--- config.mk ---
export PLATFORM = sky130hd
export DESIGN_NAME = seq1011_detector
export DESIGN_NICKNAME = d
export VERILOG_FILES = /design/src/rtl/seq1011_detector.sv
export SDC_FILE = /design/constraint.sdc
export NUM_CORES = 1
export LEC_CHECK = 0
export BUFFER_PORTS_ARGS = -buffer_cell sky130_fd_sc_hd__buf_4
export CAP_MARGIN = 20
export CORE_MARGIN = 4
export CORE_UTILIZATION = 49
export DETAILED_ROUTE_END_ITERATION = 6
export PLACE_DENSITY = 0.8
export SLEW_MARGIN = 25
export SYNTH_ARGS = -nofsm -noshare
export SYNTH_HDL_FRONTEND = slang
export SYNTH_SLANG_ARGS = --single-unit
--- constraint.sdc ---
create_clock -name clk -period 2.5 [get_ports clk]
set_input_delay 0.125 -clock clk [delete_from_list [all_inputs] [get_ports clk]]
set_output_delay 0.125 -clock clk [all_outputs]
set_load 0.03 [all_outputs]
--- src/rtl/seq1011_detector.sv ---
`default_nettype none
// ============================================================================
// Module   : seq1011_detector
// Purpose  : Moore FSM that watches a qualified serial bit stream and flags
//            every occurrence of the pattern 1011, with overlapping matches.
//            Each detection raises a one-cycle match pulse and bumps a
//            saturating match counter.
// Ports    : clk       - single clock, rising-edge active
//            rst       - synchronous active-high reset, highest priority
//            en        - din valid; din only sampled when en=1
//            din       - serial data bit from the upstream flip-flop Q
//            clr_cnt   - synchronous clear of match_cnt / cnt_sat
//            match     - registered one-cycle pulse per detected 1011
//            match_cnt - saturating count of matches since reset/clear
//            cnt_sat   - high while match_cnt is all-ones
//            state_o   - current FSM state (debug)
// Revision : 1.0 - initial release
// ============================================================================
module seq1011_detector #(
    parameter int CNT_W = 8
) (
    input  logic             clk,
    input  logic             rst,
    input  logic             en,
    input  logic             din,
    input  logic             clr_cnt,
    output logic             match,
    output logic [CNT_W-1:0] match_cnt,
    output logic             cnt_sat,
    output logic [2:0]       state_o
);

    // State codes are visible on state_o, so they are fixed values.
    localparam logic [2:0] c_s0    = 3'd0;
    localparam logic [2:0] c_s1    = 3'd1;
    localparam logic [2:0] c_s10   = 3'd2;
    localparam logic [2:0] c_s101  = 3'd3;
    localparam logic [2:0] c_s1011 = 3'd4;

    localparam logic [CNT_W-1:0] c_cnt_max = {CNT_W{1'b1}};
    localparam logic [CNT_W-1:0] c_cnt_one = {{(CNT_W-1){1'b0}}, 1'b1};

    logic [2:0]       r_state;
    logic             r_match;
    logic [CNT_W-1:0] r_match_cnt;
    logic             r_cnt_sat;

    logic [2:0]       w_next_state;
    logic             w_illegal;
    logic             w_hit;
    logic [CNT_W-1:0] w_cnt_next;

    // Codes 5..7 are unreachable in normal operation; they fall back to S0.
    assign w_illegal = (r_state > c_s1011);

    always_comb begin
        w_next_state = c_s0;
        case (r_state)
            c_s0:    w_next_state = din ? c_s1    : c_s0;
            c_s1:    w_next_state = din ? c_s1    : c_s10;
            c_s10:   w_next_state = din ? c_s101  : c_s0;
            c_s101:  w_next_state = din ? c_s1011 : c_s10;
            // After a match the trailing 1 is kept as the start of the next one.
            c_s1011: w_next_state = din ? c_s1    : c_s10;
            default: w_next_state = c_s0;
        endcase
    end

    // A match completes only on a sampled edge that lands in S1011.
    assign w_hit = en && (w_next_state == c_s1011);

    always_comb begin
        w_cnt_next = r_match_cnt;
        if (clr_cnt) begin
            w_cnt_next = '0;
        end else if (w_hit && (r_match_cnt != c_cnt_max)) begin
            w_cnt_next = r_match_cnt + c_cnt_one;
        end
    end

    always_ff @(posedge clk) begin
        if (rst) begin
            r_state     <= c_s0;
            r_match     <= 1'b0;
            r_match_cnt <= '0;
            r_cnt_sat   <= 1'b0;
        end else begin
            // Illegal codes recover even while en is low.
            if (en || w_illegal) begin
                r_state <= w_next_state;
            end
            r_match     <= w_hit;
            r_match_cnt <= w_cnt_next;
            r_cnt_sat   <= (w_cnt_next == c_cnt_max);
        end
    end

    assign match     = r_match;
    assign match_cnt = r_match_cnt;
    assign cnt_sat   = r_cnt_sat;
    assign state_o   = r_state;

endmodule
`default_nettype wire

Word level (Yosys, flattened, before mapping). Cells that the tools add are included. W data, S select, Z words.

Bits in registers: 13. Input port bits: 5. Output and inout port bits: 13. Word-level logic and storage cells: 25.

Add/subtract/negate cells: 1. Magnitude comparators: 1. Eq/ne operators: 7. Mux-type cells: 7. Reduce and logical (&&, ||, !) cells: 5.

Operator list (count): $mux W8 (2); $pmux W3 S4 (1); $add A8 B1 Y8 const B (1); $eq A8 B8 Y1 const B (1); $ne A8 B8 Y1 const B (1); $eq A3 B2 Y1 const B (2); $eq A3 B3 Y1 const B (2); $mux W2 (2); $eq A3 B1 Y1 const B (1); $gt A3 B3 Y1 const B (1); $logic_not A3 Y1 (1); $mux W3 (1); $logic_and A1 B1 Y1 (2); $reduce_or A2 Y1 (1); $logic_or A1 B1 Y1 (1); $mux W1 (1).

Longest topological paths before layout.
Word-level depth: 9. Depth in mapped cells: 6. Depth with buffers taken out: 6.

Worst setup path before layout. OpenSTA, ideal clock, no wires.

Path kind: register to register. Start: register r_match_cnt[0], in the netlist match_cnt[0]. End: register r_cnt_sat, in the netlist cnt_sat. Library setup time: 0.060 ns. Data arrival time: 1.835 ns. Data required time: 2.440 ns. Slack: 0.605 ns. Stages on the path, launching flop included: 7. Buffers on the path: 0. Period minus slack after synthesis: 1.895 ns. Cells stage by stage: dfxtp_1 ha_1 nand3_1 o211ai_4 or3b_1 a2111oi_2 and3_1.

Longest elaborated chain between the ends: 5. Elaborated cells between the ends (all ways): 6. Those cells by class: add/sub (1); eq/ne (2); mux (2); reduce/logical (1).

Ends and longest elaborated chain: from (decl) (line 45) `logic [CNT_W-1:0] r_match_cnt;`; from (signal assigned) (line 93) `r_match_cnt <= w_cnt_next;`; parallel branches: the longest is 2 deep, another holds $add A8 B1 Y8; $mux W8 (*) (line 76) `end else if (w_hit && (r_match_cnt != c_cnt_max)) begin`; $mux W8 (*) (line 74) `if (clr_cnt) begin`; $eq A8 B8 Y1 (*) (line 94) `r_cnt_sat <= (w_cnt_next == c_cnt_max);`; to (signal assigned) (line 94); to (decl) (line 46) `logic r_cnt_sat;`.

Every way passes the cells marked *. A chain may end at the register's enable or synchronous reset.

Worst setup path in the final report. Same ends and word-level chain as after synthesis.

==> metrics.cfg <==
[placement]
dpl.hpwl_um=1170
portBuffers=17
dpl_cell_area_um2=820
post-place-ws_ps=629
gp_congestion=0.833
dp_cells=109

[yosys]
ys_warn_count=0
synthTopCellsByArea=dfxtp_1 (38%), nor2_1 (6.6%), mux2i_1 (5.9%), o21ai_0 (3.7%), o211ai_4 (3.1%)
ys.flop_type=dfxtp_1
ys_types=31
netlist.area_leader.share_pct=38.4
synth_seq_cells=13
synthesis.nets=84
async_flop_share_pct=0
synth-edff-count=0
yosys-top-cells-count=dfxtp_1 (13), nor2_1 (12), o21ai_0 (5)
synth.avg_cell_area_um2=8.69
netlist_area_um2=678
yosysSeqAreaShare_pct=38.4
yosysMostFrequentCell=dfxtp_1
synthCells=78
yosys.area.top_type=dfxtp_1

[finish]
drive_above_1_share_pct=27.6
fin_cells=113
area_growth_pct=24.7
num-fill-cells=122
final_util_pct=65.0
nets=105
diodes=0
finalInstanceArea_um2=846

[sta]
slew_viol_final=0
hold_viol_final=0
period_needed_ps=1890
finClkSkew_ps=1.65
post-route-period-util_pct=75.5
slew-limit-headroom_pct=74.1
worstMarginPinSlew_ps=386
tns_ps=0
holdWs_ps=38.9
fin_ws_ps=613
setup_viol_count_final=0
rsz0062_at_grt=no
fmax_mhz=530

[worst_setup_path]
rr_endpoint=cnt_sat$_SDFF_PP0_
crit_arrival_ps=2110
worstPathRequired_ps=2720
rrSetupSlack_ps=610
timing.rr.start=match_cnt[0]$_SDFF_PP0_
path_class=reg -> reg
path_max_fanout=6
end_kind=register
critPathLaunch=match_cnt[0]$_SDFF_PP0_
ff2ff_path_depth=6
endpoint=cnt_sat$_SDFF_PP0_
cp-start-kind=register

[floorplan]
coreArea_um2=1300
dieArea_um2=2040
io-pin-count=18
initial_core_util_pct=52.1
fp.dieW_um=45.2
rows=13
chipHeight_um=45.2

[cts]
clockBufferDepth=2
cts_resized=0
cts_sinks=13
path_clk_slew_ps=70
insertion_delay_ps=270
cts_setup_buffers=0
ctsRootBufferMaster=clkbuf_4
htree_levels=1
ctsHoldBuffers=0
cts_tree=built
cts_buffers=3

[min_path]
min_path_type=in -> reg

[routing]
initialDrtViolationCount=12
wirelength_um=1490
antenna_left=0
drcViolationCount=0
detail_route.first_pass.iterations=4
num_vias=616
drt-vias-per-instance=5.45
wl_per_cell_um=13.2

[global_route]
overflow=0
antenna_found_initial=0
grt_pass1_wl_um=2640
track_usage_pct=17.6
grt_max_degree=9
grt_pass1_vias=613

[pwr]
leakage_nw=0.339
vdd_drop_max_v=0.000397
power.total_mw=0.367
powerDensity_nw_per_um2=434

[run_status]
status=finished clean

[job]
cap_violations=0

[layout make-up]
class                      count  area, µm²  share of cell area [%]
inverter                       4       15.0                    1.78
sequential                    13        260                    30.8
clock buffer                   4       26.3                    3.11
timing repair buffer          17        128                    15.1
tap                           15       18.8                    2.22
multi-input combinational     60        398                    47.0
[placed cells by master (no fill, tap or decap)]
| cell type | synthesis | layout |
|---|---|---|
| nand2_1 | 4 | 4 |
| nor3_1 | 2 | 2 |
| or2_1 | 1 | 1 |
| buf_4 | 0 | 17 |
| nor4_2 | 1 | 1 |
| inv_1 | 4 | 4 |
| nor4_1 | 1 | 1 |
| nand2b_1 | 3 | 3 |
| clkbuf_4 | 0 | 3 |
| o211ai_4 | 1 | 1 |
| a211oi_1 | 1 | 1 |
| o2111ai_1 | 1 | 1 |
| a22oi_1 | 1 | 1 |
| a2111oi_2 | 1 | 1 |
| nor2_1 | 12 | 12 |
| dfxtp_1 | 13 | 13 |
| nand4_2 | 1 | 1 |
| clkbuf_1 | 0 | 1 |
| nor2b_1 | 1 | 1 |
| nand3b_1 | 1 | 1 |
| ha_1 | 1 | 1 |
| o32a_1 | 1 | 1 |
| o21ai_0 | 5 | 5 |
| a21oi_1 | 3 | 3 |
| or3b_1 | 1 | 1 |
| nand3_1 | 4 | 4 |
| xor2_1 | 2 | 2 |
| and3_1 | 3 | 3 |
| mux2i_1 | 4 | 4 |
| and2_2 | 1 | 1 |
| or2_2 | 1 | 1 |
| and3b_2 | 1 | 1 |
| or3_1 | 1 | 1 |
[worst max-delay path: stages, from the launching register on]
cell	delay, ps
dfxtp_1	360
ha_1	250
nand3_1	160
o211ai_4	110
or3b_1	400
a2111oi_2	360
and3_1	200
[cell families (layout without fill, tap and decap cells)]
group	count (synthesis)	after routing	share of synthesized area, %
AOI/OAI and AO/OA	14	14	16.2
xor gates and xnor gates	2	2	2.58
adders and majority gates	1	1	1.84
buffers and inverters	5	25	2.95
DFF	13	13	38.4
muxes	4	4	5.90
and+or+nand+nor	39	39	32.1
[worst min-delay path by stage]
stage / startpoint / to / cells past startpoint
floorplan: rst / state_o[0]$_SDFFE_PP0P_ / 1
global placement: rst / state_o[2]$_SDFFE_PP0P_ / 2
detailed placement: rst / state_o[1]$_SDFFE_PP0P_ / 2
finish: rst / state_o[1]$_SDFFE_PP0P_ / 2
global route: rst / state_o[2]$_SDFFE_PP0P_ / 2
CTS: rst / state_o[1]$_SDFFE_PP0P_ / 2
[where the power goes]
part / internal (mW) / switching (mW) / total, mW
sequential: 0.209 / 0.00281 / 0.212
combinational: 0.0128 / 0.0173 / 0.0302
clock: 0.0619 / 0.0638 / 0.126
[flip-flops by register name (all words and copies together), names as in the netlist]
signal / cells
state_o: 3
match_cnt: 8
cnt_sat: 1
match: 1
[routing by layer]
layer / track usage (%) / vias to the layer above / share of wire (%) / wire length [µm]
li1: - / 316 / - / -
met1: 21.1 / 280 / 42 / 619
met2: 29.9 / 18 / 51 / 764
met3: 6.37 / 2 / 5.9 / 88
met4: 3.51 / 0 / 0.94 / 14
met5: 0 / - / 0 / 0
No activity file was read; power rests on OpenSTA's default activity.
